File: config.mk
export PLATFORM = sky130hd
export DESIGN_NAME = vespa_priority_capture_n_flat
export DESIGN_NICKNAME = d
export VERILOG_FILES = /design/src/rtl/vespa_priority_capture_n_if.sv /design/src/rtl/vespa_priority_capture_n.sv /design/src/flat_wrapper.sv
export SDC_FILE = /design/constraint.sdc
export NUM_CORES = 1
export LEC_CHECK = 0
export ABC_AREA = 1
export CAP_MARGIN = 20
export CORE_ASPECT_RATIO = 1.1
export CORE_MARGIN = 2
export CORE_UTILIZATION = 30
export DETAILED_ROUTE_END_ITERATION = 16
export PLACE_DENSITY_LB_ADDON = 0.05
export SLEW_MARGIN = 20
export SYNTH_ARGS = -nofsm -noshare
export SYNTH_HDL_FRONTEND = slang
export SYNTH_SLANG_ARGS = --single-unit
File: constraint.sdc
create_clock -name clk -period 3.7 [get_ports clk]
set_input_delay 0.37 -clock clk [delete_from_list [all_inputs] [get_ports clk]]
set_output_delay 0.37 -clock clk [all_outputs]
set_load 0.05 [all_outputs]
File: src/rtl/vespa_priority_capture_n_if.sv
// vespa_priority_capture_n_if: request/grant bundle for the N-channel priority capture.
interface vespa_priority_capture_n_if #(
   parameter int N_CH  = 4,
   parameter int PRI_W = 2
);
   localparam int IW = N_CH > 1 ? $clog2(N_CH) : 1;
   logic                  arm;
   logic [N_CH-1:0]       req;
   logic [N_CH*PRI_W-1:0] pri;
   logic                  rel;
   logic                  lost_clr;
   logic [N_CH-1:0]       grant;
   logic                  grant_vld;
   logic [IW-1:0]         grant_id;
   logic [N_CH-1:0]       lost;
   logic                  busy;
   modport master (output arm, req, pri, rel, lost_clr,
                   input  grant, grant_vld, grant_id, lost, busy);
   modport slave  (input  arm, req, pri, rel, lost_clr,
                   output grant, grant_vld, grant_id, lost, busy);
endinterface

File: src/rtl/vespa_priority_capture_n.sv
// vespa_priority_capture_n: first-arrival N-channel capture with per-channel skew, one-hot grant held until release.
module vespa_priority_capture_n #(
   parameter int N_CH     = 4,
   parameter int PRI_W    = 2,
   parameter int HOLD_CYC = 0
) (
   input logic clk,
   input logic rst,
   vespa_priority_capture_n_if.slave bus
);
   localparam int IW = N_CH > 1 ? $clog2(N_CH) : 1;
   localparam int HW = HOLD_CYC > 0 ? $clog2(HOLD_CYC + 1) : 1;
   localparam logic [HW-1:0] HOLD_LAST = HW'(HOLD_CYC == 0 ? 0 : HOLD_CYC - 1);
   typedef enum logic [1:0] {IDLE, ARMED, LOCKED} state_t;
   state_t state, state_n;
   logic [N_CH-1:0] req_q, rise, act, act_n, cand, win, win_n, lost_r, lost_n, lost_set, sel;
   logic [PRI_W-1:0] cnt [N_CH];
   logic [PRI_W-1:0] cnt_n [N_CH];
   logic [PRI_W-1:0] pv;
   logic [IW-1:0] id_r, id_n, sel_id;
   logic [HW-1:0] hcnt, hcnt_n;
   logic busy_r, busy_n, timeout;
   // A pri=0 arrival is a candidate in its own cycle; otherwise the load cycle counts as the first skew clock.
   always_comb begin
      rise = bus.req & ~req_q;
      cand = '0;
      act_n = act;
      cnt_n = cnt;
      sel_id = '0;
      for (int c = N_CH - 1; c >= 0; c--) begin
         pv = bus.pri[c*PRI_W +: PRI_W];
         cand[c] = act[c] ? (cnt[c] == '0) : (rise[c] && pv == '0);
         if (cand[c]) sel_id = IW'(c);
         if (act[c]) cnt_n[c] = cnt[c] - 1'b1;
         else if (rise[c]) begin
            act_n[c] = 1'b1;
            cnt_n[c] = pv - 1'b1;
         end
      end
      pv = '0;
      sel = N_CH'(1) << sel_id;
      timeout = HOLD_CYC != 0 && hcnt == HOLD_LAST;
      state_n = state;
      win_n = win;
      id_n = id_r;
      lost_set = '0;
      hcnt_n = hcnt;
      case (state)
         IDLE: begin
            act_n = '0;
            state_n = bus.arm ? ARMED : IDLE;
         end
         ARMED: begin
            if (|cand) begin
               state_n = LOCKED;
               act_n = '0;
               win_n = sel;
               id_n = sel_id;
               lost_set = (act | rise) & ~sel;
               hcnt_n = '0;
            end else if (!bus.arm) begin
               state_n = IDLE;
               act_n = '0;
            end
         end
         LOCKED: begin
            act_n = '0;
            lost_set = rise;
            hcnt_n = HOLD_CYC != 0 ? hcnt + 1'b1 : hcnt;
            if (bus.rel || timeout) begin
               state_n = bus.arm ? ARMED : IDLE;
               hcnt_n = '0;
            end
         end
         default: begin
            state_n = IDLE;
            act_n = '0;
         end
      endcase
      lost_n = (lost_r & ~{N_CH{bus.lost_clr}}) | lost_set;
      busy_n = state_n == LOCKED || (state_n == ARMED && |act_n);
   end
   always_ff @(posedge clk) begin
      if (rst) begin
         state <= IDLE;
         req_q <= '0;
         act <= '0;
         cnt <= '{default: '0};
         win <= '0;
         id_r <= '0;
         lost_r <= '0;
         hcnt <= '0;
         busy_r <= 1'b0;
      end else begin
         state <= state_n;
         req_q <= bus.req;
         act <= act_n;
         cnt <= cnt_n;
         win <= win_n;
         id_r <= id_n;
         lost_r <= lost_n;
         hcnt <= hcnt_n;
         busy_r <= busy_n;
      end
   end
   assign bus.grant = state == LOCKED ? win : '0;
   assign bus.grant_vld = state == LOCKED;
   assign bus.grant_id = state == LOCKED ? id_r : '0;
   assign bus.lost = lost_r;
   assign bus.busy = busy_r;
endmodule
File: src/flat_wrapper.sv
// flat-port wrapper written by rule: the top's interface ports become plain ports
module vespa_priority_capture_n_flat 
#(
   parameter int N_CH     = 4,
   parameter int PRI_W    = 2,
   parameter int HOLD_CYC = 0
)
  (clk, rst, bus_arm, bus_req, bus_pri, bus_rel, bus_lost_clr, bus_grant, bus_grant_vld, bus_grant_id, bus_lost, bus_busy);
  vespa_priority_capture_n_if #(.N_CH(N_CH), .PRI_W(PRI_W)) bus_i ();
  input logic clk;
  input logic rst;
  input wire logic [$bits(bus_i.arm)-1:0] bus_arm;
  input wire logic [$bits(bus_i.req)-1:0] bus_req;
  input wire logic [$bits(bus_i.pri)-1:0] bus_pri;
  input wire logic [$bits(bus_i.rel)-1:0] bus_rel;
  input wire logic [$bits(bus_i.lost_clr)-1:0] bus_lost_clr;
  output wire logic [$bits(bus_i.grant)-1:0] bus_grant;
  output wire logic [$bits(bus_i.grant_vld)-1:0] bus_grant_vld;
  output wire logic [$bits(bus_i.grant_id)-1:0] bus_grant_id;
  output wire logic [$bits(bus_i.lost)-1:0] bus_lost;
  output wire logic [$bits(bus_i.busy)-1:0] bus_busy;
  assign bus_i.arm = bus_arm;
  assign bus_i.req = bus_req;
  assign bus_i.pri = bus_pri;
  assign bus_i.rel = bus_rel;
  assign bus_i.lost_clr = bus_lost_clr;
  assign bus_grant = bus_i.grant;
  assign bus_grant_vld = bus_i.grant_vld;
  assign bus_grant_id = bus_i.grant_id;
  assign bus_lost = bus_i.lost;
  assign bus_busy = bus_i.busy;
  vespa_priority_capture_n #(.N_CH(N_CH), .PRI_W(PRI_W), .HOLD_CYC(HOLD_CYC)) u_core (.clk(clk), .rst(rst), .bus(bus_i));
endmodule
==> results.cfg <==
[finish]
drive_gt1_share_pct = 11.9
fillers = 568
antennaDiodeCount = 0
final_cells = 318
layout_commonest_cell = nand2_1
area_growth_syn_to_layout_pct = 27.4
layout.nets = 281
final_cell_mix = 53 x nand2_1, 37 x inv_1, 29 x nor2_1, 29 x dfxtp_1, 28 x clkdlybuf4s50_1

[sta]
min_period_over_period_pct = 68.6
max_freq_ghz = 0.394
rsz0062_at_grt = no
setup_viol = 0
worstMarginPinSlew_ns = 0.833
setup_tns_ns = 0
setup_ws_ns = 1.16
max-slew-margin-rel_pct = 44.3
min_period_ns = 2.54
slew_violations = 0
hold_violations = 0
clock_skew_ns = 0.00106

[global_route]
grt.overflow.total = 0
antenna_found_initial = 0
grt_pass1_wl_microns = 6130
grt_max_degree = 21
grt_pass1_vias = 1350
gr-usage-all-layers_pct = 14.0

[synth]
syn_area_sq_um = 1560
synth-compound-area-share_pct = 14.7
synth_fp_nets = 249
synth-simple-area-share_pct = 33.5
yosysWarnings = 0
synth_top_family_by_area = simple AND/OR/NAND/NOR gates
syn-mean-instance-area_sq_um = 6.84
synth-seq-cells = 29
yosysUniqueCellTypes = 26
synth-adder-area-share_pct = 3.21
synthXorXnorAreaFrac_pct = 0.561
synth.area.mux_share_pct = 0
syn_inst = 228
yosysSeqAreaShare_pct = 37.2

[critical_path]
path_class = flop to output port
arrival_ns = 2.17
cpMostUsedCell = inv_1
cpLargestDelayFamily = buffers and inverters
crit_path_max_incr_delay_ns = 0.79
path_cells = inv_1, ha_1, nand2_1, inv_1, clkdlybuf4s50_1
cp.buffers_inverters = 3
crit_slowest_cell = clkdlybuf4s50_1
end_kind = output port
cp_max_fo = 13
worstPathRequired_ns = 3.33
startpoint = u_core.state[0]$_SDFF_PP0_
rr_startpoint = u_core.state[0]$_SDFF_PP0_
start_kind = flop

[clock_network]
cts.sinks = 29
post-cts-setup-buffer-count = 0
cts_tree = yes
clk_pin_slew_worst_paths_ns = 0.06
numCtsBuffers = 5
cts_htree_levels = 2
clk_path_buf_depth = 2
cts_resized = 0
hold_buffers = 0
clk_latency_ns = 0.27
root_buffer = clkbuf_8

[placement]
dp_hpwl_microns = 2710
port_buffers = 28
place_congestion = 0.770
dpl.cell_count = 311
dpl_worst_slack_ns = 1.42

[pwr]
powerDensity_nw_per_um2 = 358
leakage_uw = 0.000931
power.total_uw = 712
max-vdd-ir-drop_mv = 0.125

[drt]
firstDrtPassIters = 4
antenna_left = 0
drtIter0Drc = 54
wl_microns = 3540
post-route-drc-count = 0
wire_per_inst_microns = 11.1
vias = 1397
viasPerCell = 4.39

[floorplanning]
dieArea_sq_um = 5790
ios = 29
dieWidth_microns = 72.8
rows = 27
fp.coreArea_sq_um = 5000
start_util_pct = 31.2
die_h_microns = 79.6

[min_path]
worst_hold_path_type = flop to flop
worstHoldStart = u_core.bus.lost[3]$_SDFF_PP0_

[run]
drv_cap = 0

[status]
status = complete, no violations
final timing paths:
check	endpoint	cells past startpoint	slack (ns)
worst max-delay path	bus_grant[2]	5	1.16
worst min-delay path	u_core.bus.lost[3]$_SDFF_PP0_	2	0.46
worst min register to register	u_core.bus.lost[3]$_SDFF_PP0_	2	0.46
worst max register to register	u_core.bus.busy$_SDFF_PP0_	8	2.07
metal layers:
metal | track usage, % | up-vias | share of wire [%]
met1 | 16.9 | 595 | 47
met4 | 5.56 | 0 | 1.6
met3 | 4.29 | 6 | 4.3
met2 | 23.0 | 23 | 47
li1 | - | 773 | -
met5 | 0 | - | 0
flip-flops by register name, indices dropped and copies added, names as in the netlist:
name             flops
u_core.act           4
u_core.win           4
u_core.bus.busy      1
u_core.id_r          2
u_core.state         2
u_core.req_q         4
u_core.bus.lost      4
u_core.cnt           8
stage by stage:
step	util (%)	cell area [sq um]	hold slack, ns
floorplan	-	1560	0.441
global placement	38.0	1900	0.455
detailed placement	38.0	1900	0.457
CTS	39.8	1990	0.465
global route	39.8	1990	0.500
finish	39.8	1990	0.465
worst reg2reg max path: stages, from the launching register on:
cell and delay, ns:
dfxtp_1 0.33, inv_1 0.11, ha_1 0.48, inv_1 0.07
o21ai_0 0.16, nand2_1 0.11, a21boi_2 0.16, nand3_1 0.08
nand2_1 0.08
cells in the mapped netlist (all sizes together):
cell / number / area (sq um)
nand3: 10 / 55.1
a22oi: 1 / 7.51
o211ai: 4 / 30.0
nand4: 2 / 12.5
or2: 2 / 12.5
ha: 4 / 50.1
nand2: 59 / 260
clkbuf: 3 / 11.3
a21oi: 17 / 92.6
inv: 42 / 158
a211oi: 3 / 22.5
a21boi: 1 / 11.3
xnor2: 1 / 8.76
dfxtp: 29 / 581
o21ai: 13 / 65.1
nor2: 37 / 183
logic make-up after synthesis:
logic type	Yosys count
AO/OA/AOI/OAI	39
XOR/XNOR	1
adder cells (fa/ha/maj)	4
AND/OR/NAND/NOR	110
buffers and inverters	45
flip-flops	29
cell type report:
type,instances,area [sq um],share of cell area [%]
clock buffers,7,86.3,4.34
inverters,42,158,7.93
multi-input cells,154,811,40.8
flip-flops and latches,29,581,29.2
well taps,58,72.6,3.65
repair buffers,28,280,14.1
power by group:
| group | leakage (uW) | internal, uW | switching, uW | total (uW) |
|---|---|---|---|---|
| Sequential | 0.000237 | 327 | 7.42 | 334 |
| Clock | 0.0000443 | 147 | 116 | 263 |
| Combinational | 0.000649 | 46.2 | 68.2 | 114 |
| Total | 0.000931 | 521 | 191 | 712 |
No activity file was read; power rests on OpenSTA's default activity.
